File: config.mk
export PLATFORM = sky130hd
export DESIGN_NAME = change_dispenser
export DESIGN_NICKNAME = d
export VERILOG_FILES = /design/src/rtl/change_dispenser.sv
export SDC_FILE = /design/constraint.sdc
export NUM_CORES = 1
export LEC_CHECK = 0
export CORE_MARGIN = 8
export CORE_UTILIZATION = 43
export DETAILED_ROUTE_END_ITERATION = 12
export GPL_TIMING_DRIVEN = 0
export HOLD_SLACK_MARGIN = 0.06
export PLACE_DENSITY = 0.73
export SYNTH_ARGS = -nofsm -noshare
export SYNTH_HDL_FRONTEND = slang
export SYNTH_SLANG_ARGS = --single-unit
File: constraint.sdc
create_clock -name clk -period 3.1 [get_ports clk]
set_input_delay 0.465 -clock clk [delete_from_list [all_inputs] [get_ports clk]]
set_output_delay 0.465 -clock clk [all_outputs]
set_load 0.1 [all_outputs]
File: src/rtl/change_dispenser.sv
// Coin-return dispenser: pays a change amount out one coin at a time,
// largest available denomination first (5, 2, 1), skipping empty tubes.
module change_dispenser #(
  parameter int AMT_W        = 4,
  parameter int PULSE_CYCLES = 4,
  parameter int GAP_CYCLES   = 2
) (
  input  logic             clk,
  input  logic             rst,
  input  logic             req_valid,
  input  logic [AMT_W-1:0] req_amount,
  output logic             req_ready,
  input  logic             empty_5,
  input  logic             empty_2,
  input  logic             empty_1,
  output logic             eject_5,
  output logic             eject_2,
  output logic             eject_1,
  output logic [AMT_W-1:0] remaining,
  output logic             done,
  output logic             short
);

  localparam int CMAX  = (PULSE_CYCLES > GAP_CYCLES) ? PULSE_CYCLES : GAP_CYCLES;
  localparam int CNT_W = (CMAX > 1) ? $clog2(CMAX) : 1;
  localparam logic [CNT_W-1:0] PULSE_LAST = CNT_W'(PULSE_CYCLES - 1);
  localparam logic [CNT_W-1:0] GAP_LAST   = CNT_W'(GAP_CYCLES - 1);
  localparam logic [AMT_W-1:0] D5 = AMT_W'(5);
  localparam logic [AMT_W-1:0] D2 = AMT_W'(2);
  localparam logic [AMT_W-1:0] D1 = AMT_W'(1);

  typedef enum logic [2:0] {IDLE, SELECT, EJECT, GAP, DONE} state_t;

  state_t           state;
  logic [CNT_W-1:0] cnt;
  logic [AMT_W-1:0] coin;

  // The active solenoid identifies the coin being paid, so no separate register.
  assign coin = eject_5 ? D5 : (eject_2 ? D2 : D1);

  always_ff @(posedge clk) begin
    if (rst) begin
      state     <= IDLE;
      cnt       <= '0;
      req_ready <= 1'b1;
      eject_5   <= 1'b0;
      eject_2   <= 1'b0;
      eject_1   <= 1'b0;
      remaining <= '0;
      done      <= 1'b0;
      short     <= 1'b0;
    end else begin
      done <= 1'b0;
      case (state)
        IDLE: begin
          if (req_valid && req_ready) begin
            remaining <= req_amount;
            short     <= 1'b0;
            req_ready <= 1'b0;
            state     <= SELECT;
          end
        end
        SELECT: begin
          cnt <= '0;
          if (remaining == '0) begin
            short <= 1'b0;
            done  <= 1'b1;
            state <= DONE;
          end else if (remaining >= D5 && !empty_5) begin
            eject_5 <= 1'b1;
            state   <= EJECT;
          end else if (remaining >= D2 && !empty_2) begin
            eject_2 <= 1'b1;
            state   <= EJECT;
          end else if (!empty_1) begin
            eject_1 <= 1'b1;
            state   <= EJECT;
          end else begin
            short <= 1'b1;
            done  <= 1'b1;
            state <= DONE;
          end
        end
        EJECT: begin
          if (cnt == PULSE_LAST) begin
            eject_5   <= 1'b0;
            eject_2   <= 1'b0;
            eject_1   <= 1'b0;
            remaining <= remaining - coin;
            cnt       <= '0;
            state     <= GAP;
          end else begin
            cnt <= cnt + CNT_W'(1);
          end
        end
        GAP: begin
          if (cnt == GAP_LAST) begin
            state <= SELECT;
          end else begin
            cnt <= cnt + CNT_W'(1);
          end
        end
        DONE: begin
          req_ready <= 1'b1;
          state     <= IDLE;
        end
        default: state <= IDLE;
      endcase
    end
  end

endmodule

# Yosys cells after proc, flatten, opt, wreduce, memory -nomap -nowiden
# Cells that the tools add are included.
[op_classes]
addsub = 2
magnitude_cmp = 2
n_eq_ne = 19
mux = 40
bitwise_logic = 1
reduce_logical = 21
[ops]
columns = ["cell", "count"]
rows = [
  ["2-to-1 mux 3 bit", 8],
  ["inequality test 2 bit (second input constant)", 10],
  ["2-to-1 mux 1 bit", 19],
  ["one-hot mux 3 bit (4 select lines)", 1],
  ["one-hot mux 1 bit (2 select lines)", 5],
  ["AND reduction 5 bit", 2],
  ["inequality test 3 bit (second input constant)", 3],
  ["2-to-1 mux 4 bit", 2],
  ["one-hot mux 4 bit (2 select lines)", 1],
  ["nonzero test 2 bit", 4],
  ["== test 3 x 2 -> 1 bit (second input constant)", 2],
  ["2-to-1 mux 2 bit", 3],
  ["one-hot mux 2 bit (3 select lines)", 1],
  ["AND reduction 3 bit", 2],
  ["AND reduction 6 bit", 1],
  [">= comparator 4 x 2 -> 1 bit (second input constant)", 1],
  [">= comparator 4 x 3 -> 1 bit (second input constant)", 1],
  ["zero test 4 bit", 1],
  ["AND reduction 2 bit", 2],
  ["AND reduction 4 bit", 1],
  ["subtractor 4 x 3 -> 4 bit", 1],
  ["== test 3 x 1 -> 1 bit (second input constant)", 1],
  ["== test 3 bit (second input constant)", 1],
  ["logical AND 1 bit", 3],
  ["8 further kinds", 9],
]
[word_totals]
register_bits = 15
in_bits = 10
out_inout_bits = 10
elab_cells = 94

# Depth between registers and ports, before layout
# Gate-level depths: netlist of the first run.
[logic_depth]
depth_word = 6
mapped_depth = 7
ltp_nobuf = 7

# Least setup slack after synthesis of the first run
# OpenSTA, ideal clock, no wires.
[synth_timing]
path_type = "flip-flop to flip-flop"
start = "reg eject_2"
end = "reg remaining[2]"
setup_time_ns = 0.091
arrival_ns = 2.248
slack_ns = 0.761
stages_incl_launch_ff = 7
path_cell_list = "dfxtp_1 nand2_1 ha_1 fa_1 xnor2_1 nand2_1 a311oi_1"
[synth_between]
elab_chain_len = 5
[synth_lines]
columns = ["item", "line", "text"]
rows = [
  ["start, declared", "17", "output logic eject_2,"],
  ["start signal, assigned", "47", "eject_2 <= 1'b0;"],
  ["start signal, assigned", "73", "eject_2 <= 1'b1;"],
  ["start signal, assigned", "87", "eject_2 <= 1'b0;"],
  ["2-to-1 mux 2 bit", "39", "assign coin = eject_5 ? D5 : (eject_2 ? D2 : D1);"],
  ["2-to-1 mux 3 bit", "39", ""],
  ["subtractor 4 x 3 -> 4 bit", "89", "remaining <= remaining - coin;"],
  ["2-to-1 mux 4 bit", "85", "if (cnt == PULSE_LAST) begin"],
  ["one-hot mux 4 bit (2 select lines)", "54", "case (state)"],
  ["end signal, assigned", "57", "remaining <= req_amount;"],
  ["end signal, assigned", "89", ""],
  ["end, declared", "19", "output logic [AMT_W-1:0] remaining,"],
]
# No other way between the ends. The select of a mux whose other input is x is not followed.
# A chain may end at the register's enable or synchronous reset.

# Worst setup path in the final report of the first run
[layout_timing]
start = "reg remaining[1]"
end = "out remaining[1]"
# No word-level cell between the ends.

==> results.py, run 1 <==
metrics = {
    "power": {
        "pwr-share-clk_pct": 19.6,
        "combPwrFrac_pct": 42.0,
        "internal_power_uw": 344,
        "switchingPower_uw": 247,
        "vdd_drop_max_v": 0.000312,
        "sequentialPowerShare_pct": 38.4,
        "swShare_pct": 41.8,
        "power_density_nw_per_um2": 511,
        "p_leak_nw": 0.450,
    },
    "setup_path": {
        "max_stage_delay_ps": 1200,
        "cp-start-kind": "flop",
        "end_kind": "primary output",
        "worstSetupPathType": "flop to primary output",
        "worstPathRequired_ps": 2630,
        "worstPathMaxFanout": 7,
        "path_delay_family": "buffers and inverters",
        "worstPathCellList": "clkdlybuf4s50_1",
        "path_buf_inv": 1,
        "path_depth": 1,
        "reg2reg_depth": 6,
        "critical-path-slowest-cell": "clkdlybuf4s50_1",
        "arrival_ps": 1960,
    },
    "timing": {
        "clock_skew_ps": 3.88,
        "tns_ps": 0,
        "hold_ws_ps": 484,
        "clock.fmax_mhz": 412,
        "slew_headroom_pct": 34.7,
        "grt_setup_unrepaired": "false",
        "finalCritPeriodShare_pct": 78.4,
        "worst_slew_pin_slew_ps": 976,
        "setup_viol": 0,
        "drv_slew": 0,
        "hold_violations": 0,
        "layout_min_cycle_time_ps": 2430,
    },
    "synthesis": {
        "synth-seq-area-share_pct": 33.1,
        "synth_cells": 109,
        "synth.area.top_cells": "dfxtp_1 (33%), ha_1 (6.9%), nand2_1 (5.0%)",
        "ys_seq_elements": 15,
        "syn_nets": 125,
        "synth_warnings": 0,
        "async_flop_share_pct": 0,
        "yosysUniqueCellTypes": 37,
        "synth_top_cell_by_area": "dfxtp_1",
        "synth-edff-count": 0,
        "syn_area_per_cell_um2": 8.31,
        "syn_area_um2": 906,
        "synth_flop_cell": "dfxtp_1",
        "synth_top_area_share_pct": 33.1,
    },
    "detailed_routing": {
        "viasPerCell": 5.28,
        "first_pass_iters": 4,
        "post-route-drc-count": 0,
        "detail_route.wl_per_cell_um": 13.0,
        "vias": 839,
        "ant_nets": 0,
        "dr.first_iter.drc_count": 13,
        "wl_mm": 2.07,
    },
    "cells_and_area": {
        "area.growth.synth_to_final_pct": 27.6,
        "num_antenna_cells": 0,
        "layout_commonest_cell": "clkdlybuf4s50_1",
        "nets": 149,
        "final_cells": 159,
        "multiInputGateArea_um2": 554,
        "final_cell_mix": "clkdlybuf4s50_1 (19), dfxtp_1 (15), nand2_1 (12), nor3_1 (8), nor2_1 (8)",
        "num-fill-cells": 182,
        "drive_gt1_share_pct": 6.82,
        "seq_area_um2": 300,
    },
    "global_route": {
        "grt_antenna_before_repair": 0,
        "grt_pass1_vias": 804,
        "grt_start_max_net_pins": 11,
        "grt.overflow.total": 0,
        "grt_pass1_wl_mm": 3.50,
        "grt_usage_pct": 12.0,
    },
    "placed_design": {
        "numPortBuffers": 19,
        "gp_congestion": 0.781,
        "post-place-cells": 155,
        "place_hpwl_mm": 1.62,
    },
    "floorplan": {
        "die_h_um": 61.9,
        "die_w_um": 61.9,
        "ioPinCount": 20,
        "start_util_pct": 45.7,
        "rows": 16,
        "die_area_um2": 3830,
        "core_um2": 1980,
    },
    "clock_network": {
        "hold_buffers": 0,
        "cts_tree": "built",
        "cts_resized": 0,
        "cts.sinks": 15,
        "clk_latency_ps": 280,
        "clockBufferDepth": 2,
        "cts_made_buffers": 3,
        "root_buffer": "clkbuf_4",
        "htree_levels": 1,
        "clk_pin_slew_ps": 100,
        "post-cts-setup-buffer-count": 0,
    },
    "worst_hold_path": {
        "hp-class": "flop to flop",
        "min_delay_path_depth": 1,
    },
    "run": {
        "cap_viol_max_count": 0,
    },
    "run_status": {
        "status": "finished, final reports clean",
    },
}
[state kept, by name, indices dropped and copies added (netlist names)]
name	count
remaining	4
state	3
cnt	2
done	1
eject_1	1
eject_2	1
eject_5	1
req_ready	1
short	1
[stage by stage]
| stage | setup WS (ps) | utilization [%] | power (mW) | cell area, um2 |
|---|---|---|---|---|
| after floorplan | 761 | - | 0.418 | 906 |
| after global placement | 989 | 57.0 | 0.476 | 1130 |
| after detailed placement | 988 | 57.0 | 0.480 | 1130 |
| after CTS | 656 | 58.3 | 0.597 | 1160 |
| after global routing | 615 | 58.3 | 0.625 | 1160 |
| final | 671 | 58.3 | 0.591 | 1160 |
[Yosys cell counts (2+ instances only)]
cell	n
clkbuf_1	2
inv_1	6
ha_1	5
nand2_1	12
nor2b_1	3
o32ai_1	2
dfxtp_1	15
a211oi_1	2
mux2i_1	2
o21a_1	3
a21boi_0	2
a21oi_1	6
o21ai_0	7
nor2_1	8
nor3_1	8
and2_1	2
buf_2	2
nor4_1	2
o211a_1	2
[per-layer routing]
metal	vias to the layer above	global-route usage, %	part of all wire [%]
met3	2	3.09	4.9
met2	14	18.6	46
li1	443	-	-
met1	380	15.6	49
met4	0	3.90	0.48
met5	-	0	0
[power by group through the flow]
stage / registers (mW) / clock network, mW / logic, mW
final: 0.227 / 0.116 / 0.248
after global routing: 0.230 / 0.125 / 0.270
after CTS: 0.227 / 0.120 / 0.250
after detailed placement: 0.231 / 0 / 0.249
after global placement: 0.231 / 0 / 0.245
after floorplan: 0.308 / 0 / 0.109
[cell type report]
cell class / instances / area share, %
timing repair buffer: 19 / 16.5
tap: 27 / 2.92
buffer: 5 / 2.49
multi-input combinational: 83 / 47.9
inverter: 6 / 1.95
clock buffer: 4 / 2.27
sequential: 15 / 26.0
[final timing paths]
kind / start / end / slack, ps
worst max register to register: remaining[0]$_SDFFE_PP0P_ / remaining[2]$_SDFFE_PP0P_ / 1350
worst min register to register: eject_1$_SDFFE_PP0P_ / eject_1$_SDFFE_PP0P_ / 480
worst min-delay path: eject_1$_SDFFE_PP0P_ / eject_1$_SDFFE_PP0P_ / 480
worst max-delay path: remaining[1]$_SDFFE_PP0P_ / remaining[1] / 670
[cells by family after synthesis]
logic type,count (synthesis),share of synthesized area [%]
compound gates,32,25.0
xor+xnor,1,0.967
fa+ha+maj,6,9.12
buf+inv,11,5.66
flops,15,33.1
mux,2,2.21
simple gates,42,23.9
Note: power is estimated with default switching activity, not from simulation.
==> inputs of run 2 (changes only) <==
==> constraint.sdc (replaced) <==
create_clock -name clk -period 2.3 [get_ports clk]
set_input_delay 0.345 -clock clk [delete_from_list [all_inputs] [get_ports clk]]
set_output_delay 0.345 -clock clk [all_outputs]
set_load 0.1 [all_outputs]
==> results.py, run 2 (synthesized netlist as in run 1, its figures left out) <==
metrics = {
    "clock_network": {
        "htree_levels": 1,
        "cts_tree": "built",
        "clk_pin_slew_ps": 100,
        "cts_made_buffers": 3,
        "root_buffer": "clkbuf_4",
        "clk_latency_ps": 290,
        "post-cts-setup-buffer-count": 0,
        "cts.sinks": 15,
        "clockBufferDepth": 2,
    },
    "cells_and_area": {
        "final_cells": 159,
        "finalInstanceArea_um2": 1160,
        "nets": 149,
        "reg_top3": "remaining x4, state x3, cnt x2",
        "num-fill-cells": 194,
        "area.growth.synth_to_final_pct": 28.0,
        "drive_gt1_share_pct": 7.58,
        "num_antenna_cells": 0,
        "largest_reg_flops": 4,
        "final_cell_mix": "clkdlybuf4s50_1 (15), dfxtp_1 (14), nand2_1 (12), nor3_1 (8), nor2_1 (8)",
        "layout_commonest_cell": "clkdlybuf4s50_1",
        "largest-register": "remaining",
        "final_util_pct": 58.5,
    },
    "floorplan": {
        "die_h_um": 61.9,
        "ioPinCount": 20,
        "start_util_pct": 45.7,
        "core_um2": 1980,
        "rows": 16,
        "die_area_um2": 3830,
        "die_w_um": 61.9,
    },
    "detailed_routing": {
        "detail_route.wl_per_cell_um": 13.4,
        "viasPerCell": 5.48,
        "ant_nets": 0,
        "vias": 872,
        "first_pass_iters": 4,
        "dr.first_iter.drc_count": 22,
        "post-route-drc-count": 0,
        "wl_mm": 2.13,
    },
    "global_route": {
        "grt_start_max_net_pins": 11,
        "grt.overflow.total": 0,
        "grt_antenna_before_repair": 0,
        "grt_pass1_vias": 842,
        "grt_usage_pct": 12.8,
        "grt_pass1_wl_mm": 3.69,
    },
    "run": {
        "cap_viol_max_count": 0,
    },
    "timing": {
        "clock_skew_ps": 3.25,
        "drv_slew": 0,
        "clock.fmax_mhz": 462,
        "worst_slew_pin_slew_ps": 975,
        "hold_ws_ps": 497,
        "finalCritPeriodShare_pct": 94.0,
        "grt_setup_unrepaired": "false",
        "tns_ps": 0,
        "hold_violations": 0,
        "slew_headroom_pct": 34.8,
        "setup_viol": 0,
        "layout_min_cycle_time_ps": 2160,
    },
    "setup_path": {
        "reg2reg_depth": 6,
        "cp-start-kind": "flop",
        "r2r_end": "remaining[2]$_SDFFE_PP0P_",
        "path_buf_inv": 1,
        "worstPathRequired_ps": 1960,
        "critical-path-slowest-cell": "clkdlybuf4s50_1",
        "path_delay_family": "buffers and inverters",
        "r2r_start": "remaining[0]$_SDFFE_PP0P_",
        "arrival_ps": 1820,
        "end_kind": "primary output",
        "worstPathCellList": "clkdlybuf4s50_1",
        "worstPathMaxFanout": 3,
        "r2r_setup_slack_ps": 580,
        "worstSetupPathType": "flop to primary output",
        "max_stage_delay_ps": 1150,
    },
    "power": {
        "p_leak_nw": 0.489,
        "vdd_drop_max_v": 0.000362,
        "power_density_nw_per_um2": 690,
    },
    "placed_design": {
        "numPortBuffers": 19,
        "place_hpwl_mm": 1.66,
        "gp_congestion": 0.778,
        "post-place-cells": 155,
        "placed_cell_area_um2": 1130,
    },
    "worst_hold_path": {
        "hp-class": "flop to flop",
        "hp-start": "eject_1$_SDFFE_PP0P_",
        "min_delay_path_depth": 1,
        "holdPathEnd": "eject_1$_SDFFE_PP0P_",
    },
    "run_status": {
        "status": "finished, final reports clean",
    },
}
==> run 2: cell count changes in the layout (fill, tap and decap cells not counted), sizes merged <==
cell | previous run | this run
dlymetal6s2s | 0 | 2
clkdlybuf4s50 | 19 | 15
dlygate4sd2 | 0 | 2
==> run 2: metrics by stage <==
step,setup slack (ps),power (mW)
floorplan,28.4,0.563
finish,138,0.800
detailed placement,312,0.648
global placement,308,0.641
global route,111,0.846
CTS,19.8,0.805
==> run 2: timing repair <==
action,in CTS,in global routing
hold buffers,0,0
gates resized for setup,2,2
cloned,0,0
setup endpoints to repair,2,2
==> run 2: area by class of cell <==
cell class	instances	area [um2]	area share, %
timing repair buffer	19	193	16.6
buffer	5	28.8	2.48
multi-input combinational	83	554	47.8
clock buffer	4	26.3	2.27
tap	27	33.8	2.91
inverter	6	22.5	1.94
sequential	15	302	26.0
==> run 2: worst max path at each step <==
stage                               from                        end  slack (ps)  cells after the start
6_report            eject_5$_SDFFE_PP0P_                    eject_5         140                      1
5_1_grt           req_ready$_SDFFE_PP1P_                  req_ready         110                      1
4_1_cts        remaining[0]$_SDFFE_PP0P_               remaining[0]          20                      1
3_5_place_dp   remaining[1]$_SDFFE_PP0P_               remaining[1]         310                      1
3_3_place_gp   remaining[1]$_SDFFE_PP0P_               remaining[1]         310                      1
2_1_floorplan  remaining[0]$_SDFFE_PP0P_  remaining[2]$_SDFFE_PP0P_          30                      6
==> run 2: power breakdown <==
group | internal [mW] | switching (mW) | total [mW]
registers | 0.281 | 0.0248 | 0.306
logic | 0.112 | 0.220 | 0.333
clock network | 0.0675 | 0.0941 | 0.162
==> run 2: layer usage <==
metal	routed length (um)	part of all wire [%]	global-route usage (%)	vias to the layer above
met5	0	0	0	-
met4	25	1.2	5.84	0
met3	93	4.4	2.88	4
met2	1010	47	19.9	16
met1	1010	47	16.4	412
li1	-	-	-	440
==> patch 1 (flow settings as in run 1) <==
Encoding of `state_t`: now one-hot (5 bits for 5 states).
--- a/src/rtl/change_dispenser.sv
+++ b/src/rtl/change_dispenser.sv
@@ -29,7 +29,7 @@
   localparam logic [AMT_W-1:0] D2 = AMT_W'(2);
   localparam logic [AMT_W-1:0] D1 = AMT_W'(1);
 
-  typedef enum logic [2:0] {IDLE, SELECT, EJECT, GAP, DONE} state_t;
+  typedef enum logic [4:0] {IDLE = 5'b00001, SELECT = 5'b00010, EJECT = 5'b00100, GAP = 5'b01000, DONE = 5'b10000} state_t;
 
   state_t           state;
   logic [CNT_W-1:0] cnt;
Function: same outputs for any inputs over 10 cycles, from zero or initial values and one cycle with rst high; not proved beyond that.
==> patch 1 against run 1 <==
  * Synthesized area up 15%
  * Wire length rose by 20%
  * Cell count rose by 11%
  * Setup slack worse by 59 ps
  * Cell area increased by 12%
  * Critical path depth is the same
  * Sequential cell count rose by 2
  * Count of clock-buffer cells in the layout fell by 1
  * Highest routed layer unchanged
Power is not compared: it rests on default switching activity, and its combinational part moved more than twofold at a synthesized area within 25%.
==> patch 1: results (changes against run 1) <==
# port buffers=19 (unchanged); worst-skew pair later-pin latency=about 290 ps; Pint=between 500 and 600 uW; post-synth cell types=46 (was 37); antenna violations before repair=0 (unchanged); Synth area leaders=dfxtp_1 33%, ha_1 6.0%, nor2_1 5.4% (was dfxtp_1 33%, ha_1 6.9%, nand2_1 5.0%); worst reg-to-reg setup slack=1040 ps (was 1350 ps); Commonest cells post-synth=17 x dfxtp_1, 15 x nor2_1, 10 x nand2_1 (was 15 x dfxtp_1, 12 x nand2_1, 8 x nor2_1, 8 x nor3_1, 7 x o21ai_0); H-tree depth=1 (unchanged); Max stage delay on crit path=1220 ps (was 1200 ps); fill count=240 (was 182); R2R Path End=eject_1 (was remaining[2]); post-CTS setup buffers=0 (unchanged); crit-path leading delay family=buffers and inverters (unchanged); status=finished clean (unchanged); min Tclk post-route=2488 ps (was 2429 ps); Slew @ Worst Pin=994.1 ps (was 976.3 ps); Min-Delay Endpoint=short (was eject_1); final cell count without fillers=176 (was 159); via/cell ratio=5.580 (was 5.277); GRT Total Usage=12.16% (was 11.97%); final net count=163 (was 149); pre-CTS setup slack=948.2 ps (was 988.2 ps); biggest regs=state: 5 flops, remaining: 4 flops, cnt: 2 flops (was remaining: 4 flops, state: 3 flops, cnt: 2 flops); worst vdd ir=0.0004963 V; R2R Path Start=state[0] (was remaining[0]); min-delay src=short (was eject_1); Critical Path Fanout Max=8 (was 7); DRT iter0 DRCs=52 (was 13); Max Clock Skew=7.828 ps (was 3.881 ps); first-pass GRT wire length=4284 um (was 3498 um); Max Root-Sink Buffers=2 (unchanged); number of global-route vias before repair=953 (was 804); DP Wirelength=1866 um (was 1621 um); worst reg2reg path depth=6 (unchanged); crit path from=remaining[2] (was remaining[1]); Critical Path AT=2020 ps (was 1960 ps); Worst-path clk slew=around 110 ps; Syn Area/Cell=8.453 um^2 (was 8.311 um^2); Synthesis Warnings=0 (unchanged); Static Leak=approximately 0.48 nW; Placed Instances=172 (was 155); sequential element share of the synthesized area=32.73% (was 33.15%); root buffer cell=clkbuf_4 (unchanged); hold_ws=477.2 ps (was 483.7 ps); Hold Path Class=flip-flop to flip-flop (unchanged); syn nets=139 (was 125); Main synth FF type=dfxtp_1 (unchanged); wire length per cell=14.13 um (was 13.04 um); Routability Congestion=0.7960 (was 0.7805); layout cells sized above 1=9.589% (was 6.818%)
-- patch 1: worst reg2reg max path: stages, from the launching register on --
cell	delay [ps]
dfxtp_1	380
or4b_1	580
or2_0	210
clkbuf_2	170
a211o_1	370
a21oi_1	190
o21a_1	130
-- patch 1: routing by layer --
layer  routed length [um]  GRT usage [%]
met1                 1218          15.45
met2                 1174          20.42
met3                   67          1.871
met4                   27          4.087
met5                    0              0
-- patch 1: cell type report --
type | instances | area (um^2) | share of cell area, %
Buffer | 5 | 38.79 | 2.995
Clock buffer | 3 | 22.52 | 1.739
Inverter | 4 | 15.01 | 1.159
Clock inverter | 1 | 5.005 | 0.3865
Timing Repair Buffer | 19 | 190.2 | 14.69
Sequential cell | 17 | 340.3 | 26.28
Tap cell | 30 | 37.54 | 2.899
Multi-Input combinational cell | 97 | 645.6 | 49.86
-- patch 1: kinds of logic after synthesis --
kind of cell               Yosys count  share of synthesized area (%)
and+or+nand+nor                     55                          27.44
DFF                                 17                          32.73
adders and majority gates            6                          7.942
muxes                                2                          2.046
xor gates and xnor gates             1                         0.8425
AOI/OAI and AO/OA                   33                          23.83
buffers and inverters                9                          5.173
-- patch 1: power groups by stage --
stage | registers (mW) | clock network, mW | logic, mW
global route | 0.337 | 0.131 | 0.785
detailed placement | 0.332 | 0 | 0.728
global placement | 0.329 | 0 | 0.718
finish | 0.329 | 0.121 | 0.733
floorplan | 0.545 | 0 | 0.365
CTS | 0.326 | 0.124 | 0.733
-- patch 1: worst max-delay path by stage --
stage / endpoint / cells after the start / slack, ps
after global routing: remaining[1] / 1 / 580
after floorplan: remaining[2] / 9 / 730
after global placement: remaining[1] / 1 / 950
after CTS: remaining[1] / 1 / 620
final: remaining[2] / 1 / 610
after detailed placement: remaining[1] / 1 / 950
-- patch 1: through the flow --
| stage | power, mW | cell area (um^2) | utilization [%] |
|---|---|---|---|
| global route | 1.253 | 1295 | 54.25 |
| floorplan | 0.9103 | 1040 | - |
| global placement | 1.047 | 1267 | 53.09 |
| finish | 1.183 | 1295 | 54.25 |
| detailed placement | 1.060 | 1267 | 53.09 |
| CTS | 1.183 | 1295 | 54.25 |
==> patch 2 (flow settings as in run 1) <==
Without the edit above. The parameter `GAP_CYCLES` goes from 2 to 1.
--- a/src/rtl/change_dispenser.sv
+++ b/src/rtl/change_dispenser.sv
@@ -3,7 +3,7 @@
 module change_dispenser #(
   parameter int AMT_W        = 4,
   parameter int PULSE_CYCLES = 4,
-  parameter int GAP_CYCLES   = 2
+  parameter int GAP_CYCLES   = 1
 ) (
   input  logic             clk,
   input  logic             rst,
Function: changed (Yosys sat finds a counterexample within 10 cycles, from zero or initial values and one cycle with rst high).
==> patch 2 against run 1 <==
  * Sequential cell count is the same
  * Count of clock-buffer cells in the layout is the same
  * Total power shrank 2.5%
  * Synthesized area shrank 1.4%
  * Wire length grew 7.8%
  * Cell area shrank 1.1%
  * Setup slack gained 3.4 ps
  * Clock skew shrank 1.6 ps
  * Combinational power shrank 4%
  * First-iteration DRC count grew 100%
  * Utilization is essentially flat
  * Critical endpoint is now remaining[3]
  * Largest power group unchanged
==> patch 2: results (changes against run 1) <==
status=finished clean (unchanged); post-CTS setup buffers=0 (unchanged); Commonest cells post-synth=15 x dfxtp_1, 12 x nand2_1, 9 x nor2_1 (was 15 x dfxtp_1, 12 x nand2_1, 8 x nor2_1, 8 x nor3_1, 7 x o21ai_0); Routability Congestion=0.8173 (was 0.7805); number of global-route vias before repair=863 (was 804); sequential element share of the synthesized area=33.61% (was 33.15%); ANT cells=0 (unchanged); Syn Area/Cell=8.196 um^2 (was 8.311 um^2); DRT iter0 DRCs=26 (was 13); fill count=211 (was 182); mux share of post-synthesis cell area=2.241% (was 2.210%); Static Leak=0.4420 nW (was 0.4504 nW); Synth area leaders=dfxtp_1 34%, ha_1 7.0%, nand2_1 5.0% (was dfxtp_1 33%, ha_1 6.9%, nand2_1 5.0%); Slew headroom=34.58% (was 34.71%); Compound-Gate Fraction of Synth Area=24.37% (was 25.00%); XOR/XNOR Fraction of Synth Area=0.9804% (was 0.9669%); via count=898 (was 839); final core occ=58.29% (was 58.33%); Synth Area in Adders=9.244% (was 9.116%); pre-CTS setup slack=989.2 ps (was 988.2 ps); post-synth cell types=36 (was 37); via/cell ratio=5.648 (was 5.277); GRT Total Usage=13.13% (was 11.97%); first-pass GRT wire length=3739 um (was 3498 um); DP Wirelength=1726 um (was 1621 um); wire length per cell=14.06 um (was 13.04 um)
## patch 2: where the power goes
part / internal [mW] / leakage, nW / switching (mW)
logic: 0.0789 / 0.305 / 0.158
clock network: 0.0499 / 0.0150 / 0.0625
registers: 0.208 / 0.122 / 0.0192
## patch 2: path summary, 6_finish.rpt
kind / start / end / slack [ps] / cells after the start
max: remaining[3] / remaining[3] / 670 / 1
min: eject_1 / eject_1 / 490 / 1
max reg2reg: remaining[0] / remaining[2] / 1410 / 6
min reg2reg: eject_1 / eject_1 / 490 / 1
## patch 2: layout make-up
type	count	share of cell area (%)
Buffer	4	1.641
Clock buffer	4	2.298
Inverter	8	2.626
Multi-Input combinational cell	82	47.59
Sequential cell	15	26.26
Tap cell	27	2.954
Timing Repair Buffer	19	16.63
## patch 2: cell families after synthesis
family | count (synthesis)
AO/OA/AOI/OAI | 31
buffers and inverters | 12
AND/OR/NAND/NOR | 42
multiplexers | 2
flip-flops | 15
XOR/XNOR | 1
adder cells (fa/ha/maj) | 6
## patch 2: routing by layer
metal | part of all wire [%] | up-vias | GRT usage (%)
met1 | 46 | 427 | 14.88
met3 | 4.8 | 5 | 4.175
met5 | 0 | - | 0
li1 | - | 443 | -
met2 | 47 | 23 | 22.01
met4 | 1.4 | 0 | 5.519
